<file path="config.mk">
export PLATFORM = sky130hd
export DESIGN_NAME = fir_serial_mac
export DESIGN_NICKNAME = d
export VERILOG_FILES = /design/src/rtl/fir_serial_mac.sv
export SDC_FILE = /design/constraint.sdc
export NUM_CORES = 1
export LEC_CHECK = 0
export CORE_UTILIZATION = 62
export CTS_CLUSTER_SIZE = 28
export DETAILED_ROUTE_END_ITERATION = 16
export PLACE_DENSITY = 0.82
export RECOVER_POWER = 100
export REMOVE_ABC_BUFFERS = 1
export SLEW_MARGIN = 40
export SYNTH_ARGS = -nofsm -noshare
export SYNTH_HDL_FRONTEND = slang
export SYNTH_SLANG_ARGS = --single-unit
</file>
<file path="constraint.sdc">
create_clock -name clk -period 6.9 [get_ports clk]
set_input_delay 1.725 -clock clk [delete_from_list [all_inputs] [get_ports clk]]
set_output_delay 1.725 -clock clk [all_outputs]
set_load 0.05 [all_outputs]
</file>
<file path="src/rtl/fir_serial_mac.sv">
// fir_serial_mac: time-multiplexed FIR filter with one shared multiply-accumulate.
// Each accepted sample is shifted into a TAPS-deep delay line. The block then
// spends TAPS cycles in MAC summing x[k]*h[k], and holds the result in OUT
// until the sink takes it.
// Optional feature: define FIR_SAT_EN to clamp the shifted result to the
// OUT_W signed range. If it is not defined, the result wraps to OUT_W bits.
//
// Handshake rule, used on both ports: a transfer happens on a rising clk edge
// where valid and ready are both high. Once the producer raises valid, it holds
// valid and its data stable until that edge. in_ready is high only in IDLE.
// out_valid is high only in OUT.
module fir_serial_mac #(
  parameter int DATA_W    = 8,
  parameter int COEF_W    = 8,
  parameter int TAPS      = 8,
  parameter int OUT_W     = 16,
  parameter int OUT_SHIFT = 0,
  parameter int AW        = $clog2(TAPS)
) (
  input  logic                     clk,
  input  logic                     reset,
  input  logic                     in_valid,
  output logic                     in_ready,
  input  logic signed [DATA_W-1:0] in_data,
  input  logic                     coef_we,
  input  logic [AW-1:0]            coef_addr,
  input  logic signed [COEF_W-1:0] coef_data,
  output logic                     out_valid,
  input  logic                     out_ready,
  output logic signed [OUT_W-1:0]  out_data,
  output logic                     busy
);

  localparam int PROD_W = DATA_W + COEF_W;
  localparam int ACC_W  = DATA_W + COEF_W + AW;

  typedef enum logic [1:0] {
    IDLE = 2'd0,
    MAC  = 2'd1,
    OUT  = 2'd2
  } state_t;

  state_t state, state_next;

  logic signed [DATA_W-1:0] x [TAPS];
  logic signed [COEF_W-1:0] h [TAPS];
  logic signed [ACC_W-1:0]  acc;
  logic [AW-1:0]            idx;

  logic                     accept;
  logic                     last_tap;
  logic                     coef_take;
  logic signed [PROD_W-1:0] prod;
  logic signed [ACC_W-1:0]  sum;
  logic signed [ACC_W-1:0]  shifted;
  logic signed [OUT_W-1:0]  result;

  assign accept    = in_valid && (state == IDLE);
  assign last_tap  = (idx == AW'(TAPS - 1));
  assign coef_take = coef_we && (state != MAC) &&
                     ({1'b0, coef_addr} < (AW + 1)'(TAPS));

  // Full-precision product and running sum. The accumulator has AW guard bits,
  // so adding TAPS products can never overflow.
  always_comb begin
    prod    = PROD_W'(x[idx]) * PROD_W'(h[idx]);
    sum     = acc + ACC_W'(prod);
    shifted = sum >>> OUT_SHIFT;
  end

`ifdef FIR_SAT_EN
  localparam logic signed [ACC_W-1:0] SAT_MAX = {{(ACC_W - OUT_W + 1){1'b0}}, {(OUT_W - 1){1'b1}}};
  localparam logic signed [ACC_W-1:0] SAT_MIN = ~SAT_MAX;

  // Clamp the shifted sum to the signed OUT_W range.
  always_comb begin
    result = shifted[OUT_W-1:0];
    if (shifted > SAT_MAX) result = SAT_MAX[OUT_W-1:0];
    else if (shifted < SAT_MIN) result = SAT_MIN[OUT_W-1:0];
  end
`else
  logic unused_high_bits;
  assign unused_high_bits = ^shifted[ACC_W-1:OUT_W];

  // Two's-complement wrap: keep only the low OUT_W bits.
  always_comb begin
    result = shifted[OUT_W-1:0];
  end
`endif

  // State register.
  always_ff @(posedge clk or posedge reset) begin
    if (reset) state <= IDLE;
    else       state <= state_next;
  end

  // Next-state logic and state-decoded status outputs.
  always_comb begin
    state_next = state;
    in_ready   = 1'b0;
    out_valid  = 1'b0;
    busy       = 1'b0;
    case (state)
      IDLE: begin
        in_ready = 1'b1;
        if (in_valid) state_next = MAC;
      end
      MAC: begin
        busy = 1'b1;
        if (last_tap) state_next = OUT;
      end
      OUT: begin
        out_valid = 1'b1;
        if (out_ready) state_next = IDLE;
      end
      default: state_next = IDLE;
    endcase
  end

  // Delay line: shifts only when a sample is accepted.
  always_ff @(posedge clk or posedge reset) begin
    if (reset) begin
      for (int k = 0; k < TAPS; k++) x[k] <= '0;
    end else if (accept) begin
      for (int k = TAPS - 1; k > 0; k--) x[k] <= x[k-1];
      x[0] <= in_data;
    end
  end

  // Coefficient bank. Reset loads the identity filter. Writes are dropped
  // during MAC, so one output never mixes two coefficient sets.
  always_ff @(posedge clk or posedge reset) begin
    if (reset) begin
      for (int k = 0; k < TAPS; k++) h[k] <= (k == 0) ? COEF_W'(1) : '0;
    end else if (coef_take) begin
      h[coef_addr] <= coef_data;
    end
  end

  // Accumulator and tap index: cleared on accept, stepped once per MAC cycle.
  always_ff @(posedge clk or posedge reset) begin
    if (reset) begin
      acc <= '0;
      idx <= '0;
    end else if (accept) begin
      acc <= '0;
      idx <= '0;
    end else if (state == MAC) begin
      acc <= sum;
      idx <= idx + AW'(1);
    end
  end

  // Output register: loaded only on the last MAC cycle, so it stays stable in OUT.
  always_ff @(posedge clk or posedge reset) begin
    if (reset)                       out_data <= '0;
    else if (state == MAC && last_tap) out_data <= result;
  end

endmodule
</file>
==> flow_summary.json, run 1 <==
{
  "path_class": "reg -> reg",
  "clkSinkCount": 165,
  "violations": "max-capacitance violations, max-slew violations",
  "hold_buffers": 0,
  "worstRegToRegCells": 18,
  "hold_class": "reg -> reg",
  "groute.usage.overall_pct": 27.2,
  "grt_start_max_net_pins": 119,
  "drc_errors": 0,
  "routed_wirelength_um": 20300,
  "min_period_over_period_pct": 91.5,
  "port-buffer-count": 42,
  "cp-startpoint": "idx[0]$_DFFE_PP0P_",
  "synthTopCellsByArea": "dfrtp_1 40%, fa_1 14%, nand2_1 8.7%",
  "cpLargestDelayFamily": "adder cells",
  "chipHeight_um": 130,
  "crit_cells": 18,
  "post_cts_buffers": 0,
  "start_util_pct": 63.8,
  "async_flop_share_pct": 100,
  "cp_data_arrival_time_ns": 6.60,
  "rsz0062_at_grt": "false",
  "worst_pin_slew_ns": 3.24,
  "finClkSkew_ns": 0.0157,
  "path_clk_slew_ns": 0.07,
  "layout-drive-gt1-share_pct": 17.6,
  "cts_buffers": 17,
  "synth_top_cell_area_share_pct": 40.4,
  "clockBufferDepth": 2,
  "min_period_ns": 6.31,
  "worst-path-buf-inv": 3,
  "reg2reg_to": "out_data[13]$_DFFE_PP0P_",
  "maxCapViolCount": 3,
  "ant_nets": 0,
  "cts-resized-gates": 0,
  "antenna_found_initial": 0,
  "hpwl_um": 14000,
  "cts_tree": "built",
  "synth_fa_ha_area_share_pct": 18.8,
  "wl_per_cell_um": 17.4,
  "final_max_slew_viol_count": 198,
  "max_stage_delay_ns": 0.69,
  "path_cells": "buf_4 > mux4_2 > mux2i_4 > nor2b_4 > inv_1 > fa_1 > inv_1 > fa_1 > fa_1 > fa_1 > fa_1 > ha_1 > o21ai_0 > o21ai_0 > a31oi_1 > o21ai_0 > xnor2_1 > o21ai_0",
  "drtIter0Drc": 542,
  "boundaryPins": 43,
  "synth_mux_area_share_pct": 18.3,
  "yosys_most_used_dff": "dfrtp_1",
  "layout_common_cells": "234 x nand2_1, 162 x dfrtp_1, 71 x fa_1",
  "drtPass1Iterations": 5,
  "crit_path_end": "out_data[13]$_DFFE_PP0P_",
  "relSlewSlack_pct": -116,
  "insertion_delay_ns": 0.43,
  "crit_fanout": 15,
  "grt_pass1_vias": 7043,
  "worstSetupEndpointType": "flip-flop",
  "ys_seq_area_share_pct": 40.6,
  "fmax_ghz": 0.158,
  "ys_types": 45,
  "htreeDepth": 4,
  "nets": 1075,
  "final_common_cell": "nand2_1",
  "critPathSlowestCell": "dfrtp_2",
  "yosys.area_share.simple_pct": 12.9,
  "area_delta_synth_final_pct": 11.6,
  "yosysTopAreaCell": "dfrtp_1",
  "num_vias": 6627,
  "hold_viol_final": 0,
  "synth_top_family_by_area": "adder cells",
  "grt_pass1_wl_um": 34500,
  "rrSetupSlack_ns": 0.59,
  "gr-total-overflow": 0,
  "ys_ff_latch": 165,
  "die_width_um": 130,
  "rows": 46,
  "die-area_um2": 16900,
  "vias_per_cell": 5.66,
  "crit_top_cell": "fa_1",
  "setup_viol": 0,
  "core_um2": 15900,
  "synthCells": 905,
  "syn-cell-area_um2": 10200,
  "yosys_warnings": 0,
  "place_congestion": 0.880,
  "avgSynthCellArea_um2": 11.2,
  "fin_setup_tns_ns": 0,
  "clock-root-buffer": "clkbuf_16",
  "synth_edf_count": 0,
  "status": "complete, but fails checks",
  "diodes": 0,
  "critPathLaunchType": "flip-flop",
  "rr_startpoint": "idx[0]$_DFFE_PP0P_",
  "required_ns": 7.19,
  "synth_compound_area_share_pct": 3.13,
  "synthXorXnorAreaFrac_pct": 1.72
}
==> synthesized netlist by cell type (5+ instances only) <==
master,instances
a21oi_1,11
ha_1,39
nand2b_1,6
inv_2,7
fa_1,71
clkbuf_1,17
xor2_1,6
nor2b_1,5
mux2i_4,12
xnor2_1,14
inv_1,67
dfrtp_1,164
mux4_2,31
nand2_1,235
mux2_2,71
nand3_1,11
o21ai_0,30
nor2_1,52
buf_2,8
==> layer usage <==
layer	vias up	wire length [um]	track usage (%)	part of all wire (%)
met5	-	0	0	0
met3	37	893	5.54	4.4
li1	3043	-	-	-
met4	0	392	9.30	1.9
met1	3359	8610	35.3	42
met2	188	10400	46.1	51
==> worst min-delay path: stages, from the launching register on <==
cell and delay, ns:
dfrtp_1 0.33, nand2_1 0.04, o21ai_0 0.06
==> registers in the layout, summed over array words and instances (netlist names) <==
register and cells:
h 64, idx 3, out_data 16, acc 16
x 64, state 2
==> area by class of cell <==
cell class | count | area [um2]
fillers | 1070 | 4600
clock inverters | 15 | 160
flip-flops and latches | 165 | 4130
repair buffers | 51 | 489
well taps | 216 | 270
multi-input cells | 631 | 5570
inverters | 75 | 294
clock buffers | 17 | 425
==> kinds of logic (layout without fill, tap and decap cells) <==
logic type,after synthesis,in the layout
flops,165,165
xor+xnor,20,20
compound gates,56,56
simple gates,325,325
mux,120,120
buf+inv,109,158
fa+ha+maj,110,110
==> worst min-delay path by stage <==
| stage | from | end | slack, ns | depth (start not counted) |
|---|---|---|---|---|
| finish | out_data[6]$_DFFE_PP0P_ | out_data[6]$_DFFE_PP0P_ | 0.47 | 2 |
| global placement | x[3]$_DFFE_PP0P_ | x[3]$_DFFE_PP0P_ | 0.45 | 2 |
| global route | out_data[6]$_DFFE_PP0P_ | out_data[6]$_DFFE_PP0P_ | 0.51 | 2 |
| detailed placement | x[5]$_DFFE_PP0P_ | x[5]$_DFFE_PP0P_ | 0.46 | 2 |
| CTS | state[1]$_DFFE_PP0P_ | state[0]$_DFFE_PP0P_ | 0.48 | 1 |
| floorplan | x[7]$_DFFE_PP0P_ | x[7]$_DFFE_PP0P_ | 0.44 | 2 |
==> through the flow <==
stage / std cells / area [um2] / setup WS, ns / hold WS (ns) / util [%]
2_1_floorplan: 871 / 9980 / 0.501 / 0.438 / -
3_3_place_gp: 1138 / 10800 / 0.755 / 0.453 / 67.5
3_5_place_dp: 1138 / 10800 / 0.663 / 0.462 / 67.5
4_1_cts: 1170 / 11400 / 0.601 / 0.483 / 71.2
5_1_grt: 1170 / 11300 / 0.250 / 0.508 / 71.2
6_report: 1170 / 11300 / 0.588 / 0.473 / 71.2
Power of run 1 is not shown: default switching activity piles up to over one toggle a cycle in this logic, so the estimate is an artifact.
==> run 2, diff against run 1 <==
--- a/config.mk
+++ b/config.mk
@@ -8,6 +8,7 @@
 export CORE_UTILIZATION = 62
 export CTS_CLUSTER_SIZE = 28
 export DETAILED_ROUTE_END_ITERATION = 16
+export MAX_ROUTING_LAYER = met4
 export PLACE_DENSITY = 0.82
 export RECOVER_POWER = 100
 export REMOVE_ABC_BUFFERS = 1
==> flow_summary.json, run 2 (synthesis gave the netlist of run 1 again) <==
{
  "hold_viol_final": 0,
  "path_clk_slew_ns": 0.07,
  "final_common_cell": "nand2_1",
  "nets": 1075,
  "cpLargestDelayFamily": "adder cells",
  "reg2reg_to": "out_data[13]$_DFFE_PP0P_",
  "cts_buffers": 17,
  "status": "complete, but fails checks",
  "fin_area_um2": 11300,
  "clock-root-buffer": "clkbuf_16",
  "max_stage_delay_ns": 0.68,
  "maxCapViolCount": 3,
  "core_um2": 15900,
  "min_period_ns": 6.28,
  "min_period_over_period_pct": 91.0,
  "final_max_slew_viol_count": 198,
  "gr-total-overflow": 0,
  "worst-path-buf-inv": 3,
  "clkSinkCount": 165,
  "fill_cells": 1070,
  "hold_buffers": 0,
  "wl_per_cell_um": 17.5,
  "wl_met1_um": 8730,
  "grt_start_max_net_pins": 119,
  "worstRegToRegCells": 18,
  "cts-resized-gates": 0,
  "dpl-instance-area_um2": 10800,
  "antenna_found_initial": 0,
  "worst_pin_slew_ns": 3.33,
  "rrSetupSlack_ns": 0.62,
  "placed_cells": 1138,
  "start_util_pct": 63.8,
  "rows": 46,
  "cts_tree": "built",
  "drtIter0Drc": 552,
  "finalNonFillerCells": 1170,
  "htreeDepth": 4,
  "maxUsedRoutingLayer": "met4",
  "grt_pass1_wl_um": 34500,
  "reg_top3": "h (64), x (64)",
  "fin_setup_tns_ns": 0,
  "worstHoldStart": "out_data[6]$_DFFE_PP0P_",
  "fmax_ghz": 0.159,
  "hold_class": "reg -> reg",
  "vias_per_cell": 5.66,
  "wl_met2_um": 10500,
  "rsz0062_at_grt": "false",
  "critPathLaunchType": "flip-flop",
  "area_delta_synth_final_pct": 11.6,
  "crit_cells": 18,
  "diodes": 0,
  "groute.usage.overall_pct": 28.1,
  "post_cts_buffers": 0,
  "drtPass1Iterations": 5,
  "die_width_um": 130,
  "chipHeight_um": 130,
  "crit_top_cell": "fa_1",
  "port-buffer-count": 42,
  "routed_wirelength_um": 20400,
  "grt_pass1_vias": 7025,
  "finalWorstSetupSlack_ns": 0.619,
  "die-area_um2": 16900,
  "place_ws_ns": 0.663,
  "violations": "max-capacitance violations, max-slew violations",
  "drc_errors": 0,
  "insertion_delay_ns": 0.44,
  "required_ns": 7.19,
  "cp_data_arrival_time_ns": 6.57,
  "hpwl_um": 14000,
  "whs_endpoint": "out_data[6]$_DFFE_PP0P_",
  "num_vias": 6628,
  "layout_common_cells": "234 x nand2_1, 162 x dfrtp_1, 71 x fa_1",
  "setup_viol": 0,
  "layout-drive-gt1-share_pct": 17.6,
  "boundaryPins": 43,
  "critPathSlowestCell": "dfrtp_2",
  "ant_nets": 0,
  "worstSetupEndpointType": "flip-flop",
  "crit_fanout": 15,
  "place_congestion": 0.894,
  "path_class": "reg -> reg",
  "routed-wl-met3_um": 872,
  "path_cells": "buf_4 > mux4_2 > mux2i_4 > nor2b_4 > inv_1 > fa_1 > inv_1 > fa_1 > fa_1 > fa_1 > fa_1 > ha_1 > o21ai_0 > o21ai_0 > a31oi_1 > o21ai_0 > xnor2_1 > o21ai_0",
  "clockBufferDepth": 2,
  "finClkSkew_ns": 0.0125,
  "relSlewSlack_pct": -122,
  "rr_startpoint": "idx[0]$_DFFE_PP0P_",
  "min_path_cells": 2
}
## run 2: cell counts in the layout (fill, tap and decap cells not counted)
Identical to the previous run, type by type.
## run 2: how the worst max path moves through the flow
stage / to / from
2_1_floorplan: out_data[14]$_DFFE_PP0P_ / idx[0]$_DFFE_PP0P_
3_3_place_gp: out_data[14]$_DFFE_PP0P_ / idx[0]$_DFFE_PP0P_
3_5_place_dp: acc[14]$_DFFE_PP0P_ / idx[0]$_DFFE_PP0P_
4_1_cts: out_data[13]$_DFFE_PP0P_ / idx[0]$_DFFE_PP0P_
5_1_grt: out_data[13]$_DFFE_PP0P_ / idx[0]$_DFFE_PP0P_
6_report: out_data[13]$_DFFE_PP0P_ / idx[0]$_DFFE_PP0P_
## run 2: routing by layer
metal / up-vias / global-route usage [%]
li1: 3036 / -
met1: 3387 / 35.5
met2: 171 / 46.0
met3: 34 / 5.58
met4: 0 / 9.10
met5: - / -
## run 2: worst min-delay path, stage by stage (launching register included)
cell	delay [ns]
dfrtp_1	0.33
nand2_1	0.04
o21ai_0	0.06
## run 2: area by class of cell
type | instances | area (um2) | area share (%)
multi-input combinational | 631 | 5570 | 49.1
clock inverter | 15 | 160 | 1.41
inverter | 75 | 294 | 2.59
clock buffer | 17 | 425 | 3.75
sequential | 165 | 4130 | 36.4
timing repair buffer | 51 | 489 | 4.31
tap | 216 | 270 | 2.38
## run 2: stage by stage
| step | utilization (%) | hold WS (ns) |
|---|---|---|
| floorplan | - | 0.438 |
| global placement | 67.5 | 0.453 |
| detailed placement | 67.5 | 0.462 |
| CTS | 71.2 | 0.483 |
| global route | 71.2 | 0.508 |
| finish | 71.2 | 0.473 |
Power of run 2 is left out for the same reason.
